$ cat config.mk
export PLATFORM = sky130hd
export DESIGN_NAME = hidden_activation
export DESIGN_NICKNAME = d
export VERILOG_FILES = /design/src/rtl/nn_pkg.sv /design/src/rtl/act_div_step.sv /design/src/rtl/hidden_activation.sv
export SDC_FILE = /design/constraint.sdc
export NUM_CORES = 1
export LEC_CHECK = 0
export CAP_MARGIN = 0
export CELL_PAD_IN_SITES_DETAIL_PLACEMENT = 0
export CELL_PAD_IN_SITES_GLOBAL_PLACEMENT = 1
export CORE_ASPECT_RATIO = 1.5
export CORE_MARGIN = 2
export CORE_UTILIZATION = 49
export CTS_BUF_LIST = sky130_fd_sc_hd__clkbuf_2 sky130_fd_sc_hd__clkbuf_4 sky130_fd_sc_hd__clkbuf_8
export CTS_CLUSTER_DIAMETER = 80
export DETAILED_ROUTE_END_ITERATION = 10
export GPL_TIMING_DRIVEN = 1
export HOLD_SLACK_MARGIN = 0.06
export PLACE_DENSITY_LB_ADDON = 0.1
export SLEW_MARGIN = 0
export SYNTH_ARGS = -nofsm -noshare
export SYNTH_HDL_FRONTEND = slang
export SYNTH_SLANG_ARGS = --single-unit
$ cat constraint.sdc
create_clock -name clk -period 7.1 [get_ports clk]
set_clock_uncertainty 0.15 [all_clocks]
set_input_delay 0.71 -clock clk [delete_from_list [all_inputs] [get_ports clk]]
set_output_delay 0.71 -clock clk [all_outputs]
set_load 0.005 [all_outputs]
$ cat src/rtl/nn_pkg.sv
// nn_pkg: widths shared by the hidden neuron and its activation stage, plus the activation FSM states.
package nn_pkg;
    localparam int NN_IN_W   = 10;
    localparam int NN_FRAC_W = 5;
    localparam int NN_OUT_W  = 10;
    typedef enum logic [1:0] {IDLE, DIV, DONE} act_state_t;
endpackage

$ cat src/rtl/act_div_step.sv
// act_div_step: one combinational restoring-division iteration (shift, compare, conditional subtract).
module act_div_step #(
    parameter int W = 11
) (
    input  logic [W-1:0] rem,
    input  logic [W-1:0] divisor,
    output logic [W-1:0] remNext,
    output logic         qBit
);
    logic [W:0] shifted;
    logic [W:0] diff;
    assign shifted = {rem, 1'b0};
    assign diff    = shifted - {1'b0, divisor};
    assign qBit    = shifted >= {1'b0, divisor};
    // rem < divisor on entry, so whichever branch is taken fits back into W bits
    assign remNext = qBit ? diff[W-1:0] : shifted[W-1:0];
endmodule

$ cat src/rtl/hidden_activation.sv
// hidden_activation: y = 0.5*(X/(1+|X|)+1) via a bit-serial restoring divider with valid/ready on both sides.
module hidden_activation
    import nn_pkg::*;
#(
    parameter int IN_W   = NN_IN_W,
    parameter int FRAC_W = NN_FRAC_W,
    parameter int OUT_W  = NN_OUT_W
) (
    input  logic                    clk,
    input  logic                    reset,
    input  logic                    in_valid,
    output logic                    in_ready,
    input  logic signed [IN_W-1:0]  in_data,
    output logic                    out_valid,
    input  logic                    out_ready,
    output logic [OUT_W-1:0]        out_data
);
    localparam int DW = IN_W + 1;
    localparam int QW = OUT_W - 1;
    localparam int CW = $clog2(QW);
    localparam logic [DW-1:0]    DBIAS = DW'(1) << FRAC_W;
    localparam logic [OUT_W-1:0] HALF  = {1'b1, {QW{1'b0}}};

    act_state_t    state;
    logic          neg;
    logic [DW-1:0] divisor;
    logic [DW-1:0] rem;
    logic [QW-1:0] q;
    logic [CW-1:0] cnt;
    logic [IN_W-1:0] absIn;
    logic [DW-1:0] remNext;
    logic          qBit;
    logic [QW-1:0] qNext;
    logic [OUT_W-1:0] result;

    // Unsigned magnitude: the most negative code lands on 2^(IN_W-1) without overflow
    assign absIn    = in_data[IN_W-1] ? (~in_data + 1'b1) : in_data;
    assign in_ready = state == IDLE;
    assign qNext    = {q[QW-2:0], qBit};
    assign result   = neg ? HALF - {1'b0, qNext} : HALF + {1'b0, qNext};

    act_div_step #(.W(DW)) step (
        .rem     (rem),
        .divisor (divisor),
        .remNext (remNext),
        .qBit    (qBit)
    );

    always_ff @(posedge clk or posedge reset) begin
        if (reset) begin
            state     <= IDLE;
            neg       <= 1'b0;
            divisor   <= '0;
            rem       <= '0;
            q         <= '0;
            cnt       <= '0;
            out_valid <= 1'b0;
            out_data  <= '0;
        end else if (state == IDLE) begin
            if (in_valid) begin
                neg     <= in_data[IN_W-1];
                divisor <= {1'b0, absIn} + DBIAS;
                rem     <= {1'b0, absIn};
                q       <= '0;
                cnt     <= '0;
                state   <= DIV;
            end
        end else if (state == DIV) begin
            rem <= remNext;
            q   <= qNext;
            cnt <= cnt + 1'b1;
            if (cnt == CW'(QW - 1)) begin
                out_data  <= result;
                out_valid <= 1'b1;
                state     <= DONE;
            end
        end else if (out_ready) begin
            out_valid <= 1'b0;
            state     <= IDLE;
        end
    end
endmodule

==> results.json <==
{
  "initial_utilization_pct": 50.1,
  "htreeDepth": 2,
  "cts_hold_buf": 0,
  "synth_top_area_share_pct": 42.0,
  "finalMaxSlewViolations": 0,
  "rrSetupSlack_ns": 4.45,
  "syn-num-nets": 348,
  "cp_max_fo": 4,
  "power_switching_share_pct": 44.1,
  "fp.coreArea_sq_um": 5700,
  "worst-endpoint-arrival_ns": 2.89,
  "fin_crit_ns": 2.86,
  "p_seq_share_pct": 29.8,
  "whs_endpoint": "divisor[4]$_DFFE_PP0P_",
  "maxSlewHeadroom_pct": 29.0,
  "min_path_cells": 1,
  "worst_slew_pin_slew_ns": 1.06,
  "antenna_left": 0,
  "die_w_microns": 66.4,
  "antenna_found_initial": 0,
  "drt_wl_total_mm": 6.17,
  "die_area_sq_um": 6470,
  "reg2reg_from": "divisor[1]$_DFFE_PP0P_",
  "placedInstanceArea_sq_um": 3160,
  "design_area_sq_um": 3260,
  "async_reset_ff_share_pct": 100,
  "synthTopCellsByArea": "dfrtp_1, ha_1, o21ai_0, a21oi_1, nand2_1",
  "clk_pin_slew_ns": 0.10,
  "fin_crit_sh_pct": 40.3,
  "first_iter_violations": 218,
  "yosysTopAreaCell": "dfrtp_1",
  "syn_inst": 317,
  "vias_per_cell": 5.52,
  "critPathLaunchType": "input pin",
  "crit_required_ns": 7.13,
  "grt_max_degree": 49,
  "layout_setup_ws_ns": 4.24,
  "yosys.cell_types.count": 46,
  "dp_worst_setup_slack_ns": 3.89,
  "first_global_vias": 2264,
  "maxCapViolations": 0,
  "synth.yosys.seq_area_share_pct": 42.0,
  "place_congestion": 0.781,
  "synth-seq-cells": 48,
  "hpwl_mm": 4.61,
  "combPwrFrac_pct": 60.3,
  "slowest_stage": "or4_4",
  "finalHoldViolations": 0,
  "ir_drop_mv": 0.260,
  "rows": 34,
  "cts.path.max_buffers": 2,
  "path_delay_family": "simple AND/OR/NAND/NOR gates",
  "end_kind": "register",
  "power_mw": 1.79,
  "root_buffer": "clkbuf_8",
  "synth_edf_count": 0,
  "min_from": "divisor[4]$_DFFE_PP0P_",
  "switching_power_mw": 0.791,
  "crit_chain": "clkdlybuf4s50_1 > or4_4 > o41ai_2 > xnor2_1 > inv_1 > nor3_1 > xor2_1 > o21ai_1",
  "grt_pass1_wl_mm": 10.6,
  "num-nets-final": 371,
  "cts_tree": "done",
  "synth.most_common_cell": "dfrtp_1",
  "multiInputGateArea_sq_um": 1510,
  "worstRegToRegCells": 13,
  "r2r_end": "out_data[6]$_DFFE_PP0P_",
  "portBuffers": 25,
  "diodes": 0,
  "drive_gt1_share_pct": 5.28,
  "area_delta_synth_final_pct": 13.9,
  "max_freq_mhz": 350,
  "avgRoutedWirePerCell_microns": 14.9,
  "firstDrtPassIters": 4,
  "clk_latency_ns": 0.31,
  "drc": 0,
  "synth_common_cells": "dfrtp_1, nand2_1, o21ai_0",
  "grt_usage_pct": 21.2,
  "overflow": 0,
  "hp-class": "register to register",
  "rsz0062_at_grt": "false",
  "finalSetupViolCount": 0,
  "yosys_warnings": 0,
  "tns_ns": 0,
  "die_h_microns": 97.5,
  "power_density_nw_per_um2": 551,
  "ios": 26,
  "criticalPathCategory": "input pin to register",
  "layout.area.seq_sq_um": 1200,
  "avgSynthCellArea_sq_um": 9.01,
  "status": "finished, final reports clean",
  "crit_path_max_incr_delay_ns": 0.57,
  "ys.flop_type": "dfrtp_1",
  "routed-via-count": 2280,
  "synth.cell_area_sq_um": 2860,
  "fin_util_pct": 57.1,
  "fillers": 533,
  "crit_buf_inv": 2,
  "leakage_nw": 1.51,
  "p_clk_share_pct": 9.9,
  "ctsResizeCount": 0,
  "cts_setup_buffers": 0,
  "clkSinkCount": 48,
  "p_int_mw": 1.00,
  "cts-buffers-inserted": 5
}
## registers in the layout, summed over array words and instances, names as in the netlist
| register | cells |
|---|---|
| divisor | 11 |
| rem | 11 |
| out_data | 10 |
| q | 8 |
| cnt | 4 |
| state | 2 |
| neg | 1 |
| out_valid | 1 |
## placed cells by master (no fill, tap or decap), types with 2 or more instances in the layout
cell | synthesis | layout
a21boi_0 | 2 | 2
a21o_1 | 9 | 9
a21oi_1 | 28 | 28
a22o_1 | 11 | 11
a31oi_1 | 4 | 4
buf_4 | 1 | 2
clkbuf_8 | 0 | 6
clkdlybuf4s50_1 | 0 | 25
clkinvlp_4 | 0 | 2
dfrtp_1 | 48 | 48
ha_1 | 16 | 16
inv_1 | 25 | 24
mux2i_1 | 3 | 3
nand2_1 | 34 | 34
nand2b_1 | 3 | 3
nand3_1 | 4 | 4
nor2_1 | 25 | 25
nor2b_1 | 4 | 4
nor3_1 | 4 | 4
o211ai_1 | 2 | 2
o21ai_0 | 30 | 29
o21ai_1 | 1 | 2
o31ai_1 | 5 | 5
or2_2 | 3 | 3
or3_1 | 2 | 2
or4_1 | 2 | 2
xnor2_1 | 9 | 9
xor2_1 | 14 | 14
## power groups by stage
stage	registers [mW]	clock network, mW	logic [mW]
final	0.535	0.177	1.08
after global routing	0.559	0.191	1.24
after CTS	0.537	0.183	1.09
after detailed placement	0.542	0	1.09
after global placement	0.542	0	1.08
after floorplan	0.511	0	0.839
## layer usage
metal	part of all wire, %	vias up	wire (microns)	GRT usage (%)
met5	0	-	0	0
met4	1.9	0	119	8.79
met3	2.8	9	174	3.01
met2	54	41	3310	37.2
met1	42	1082	2570	25.0
li1	-	1148	-	-
## cells by family (layout without fill, tap and decap cells)
family                   after synthesis  in the layout  share of synthesized area, %
AO/OA/AOI/OAI                        103            103                          22.7
adder cells (fa/ha/maj)               17             17                          7.71
AND/OR/NAND/NOR                       87             87                          14.2
XOR/XNOR                              23             23                          7.05
buffers and inverters                 36             60                          5.21
multiplexers                           3              3                          1.05
flip-flops                            48             48                          42.0
## through the flow
stage / instances / hold slack [ns]
floorplan: 317 / 0.298
global placement: 405 / 0.311
detailed placement: 405 / 0.317
CTS: 413 / 0.339
global route: 413 / 0.359
finish: 413 / 0.335
## worst max-delay path by stage
stage	depth (start not counted)	end	from	slack [ns]
finish	8	divisor[8]$_DFFE_PP0P_	in_data[2]	4.24
global route	7	rem[1]$_DFFE_PP0P_	in_valid	4.06
CTS	7	rem[1]$_DFFE_PP0P_	in_valid	4.22
detailed placement	7	rem[1]$_DFFE_PP0P_	in_valid	3.89
global placement	8	divisor[8]$_DFFE_PP0P_	in_data[2]	3.93
floorplan	12	out_data[6]$_DFFE_PP0P_	divisor[0]$_DFFE_PP0P_	4.43
## final cells by class
cell class / count / share of cell area (%)
Inverter: 25 / 2.88
Timing Repair Buffer: 27 / 8.15
Multi-Input combinational cell: 233 / 46.3
Clock buffer: 6 / 2.54
Clock inverter: 2 / 0.461
Tap cell: 72 / 2.77
Sequential cell: 48 / 36.9
Power figures use the tool's default switching activity.
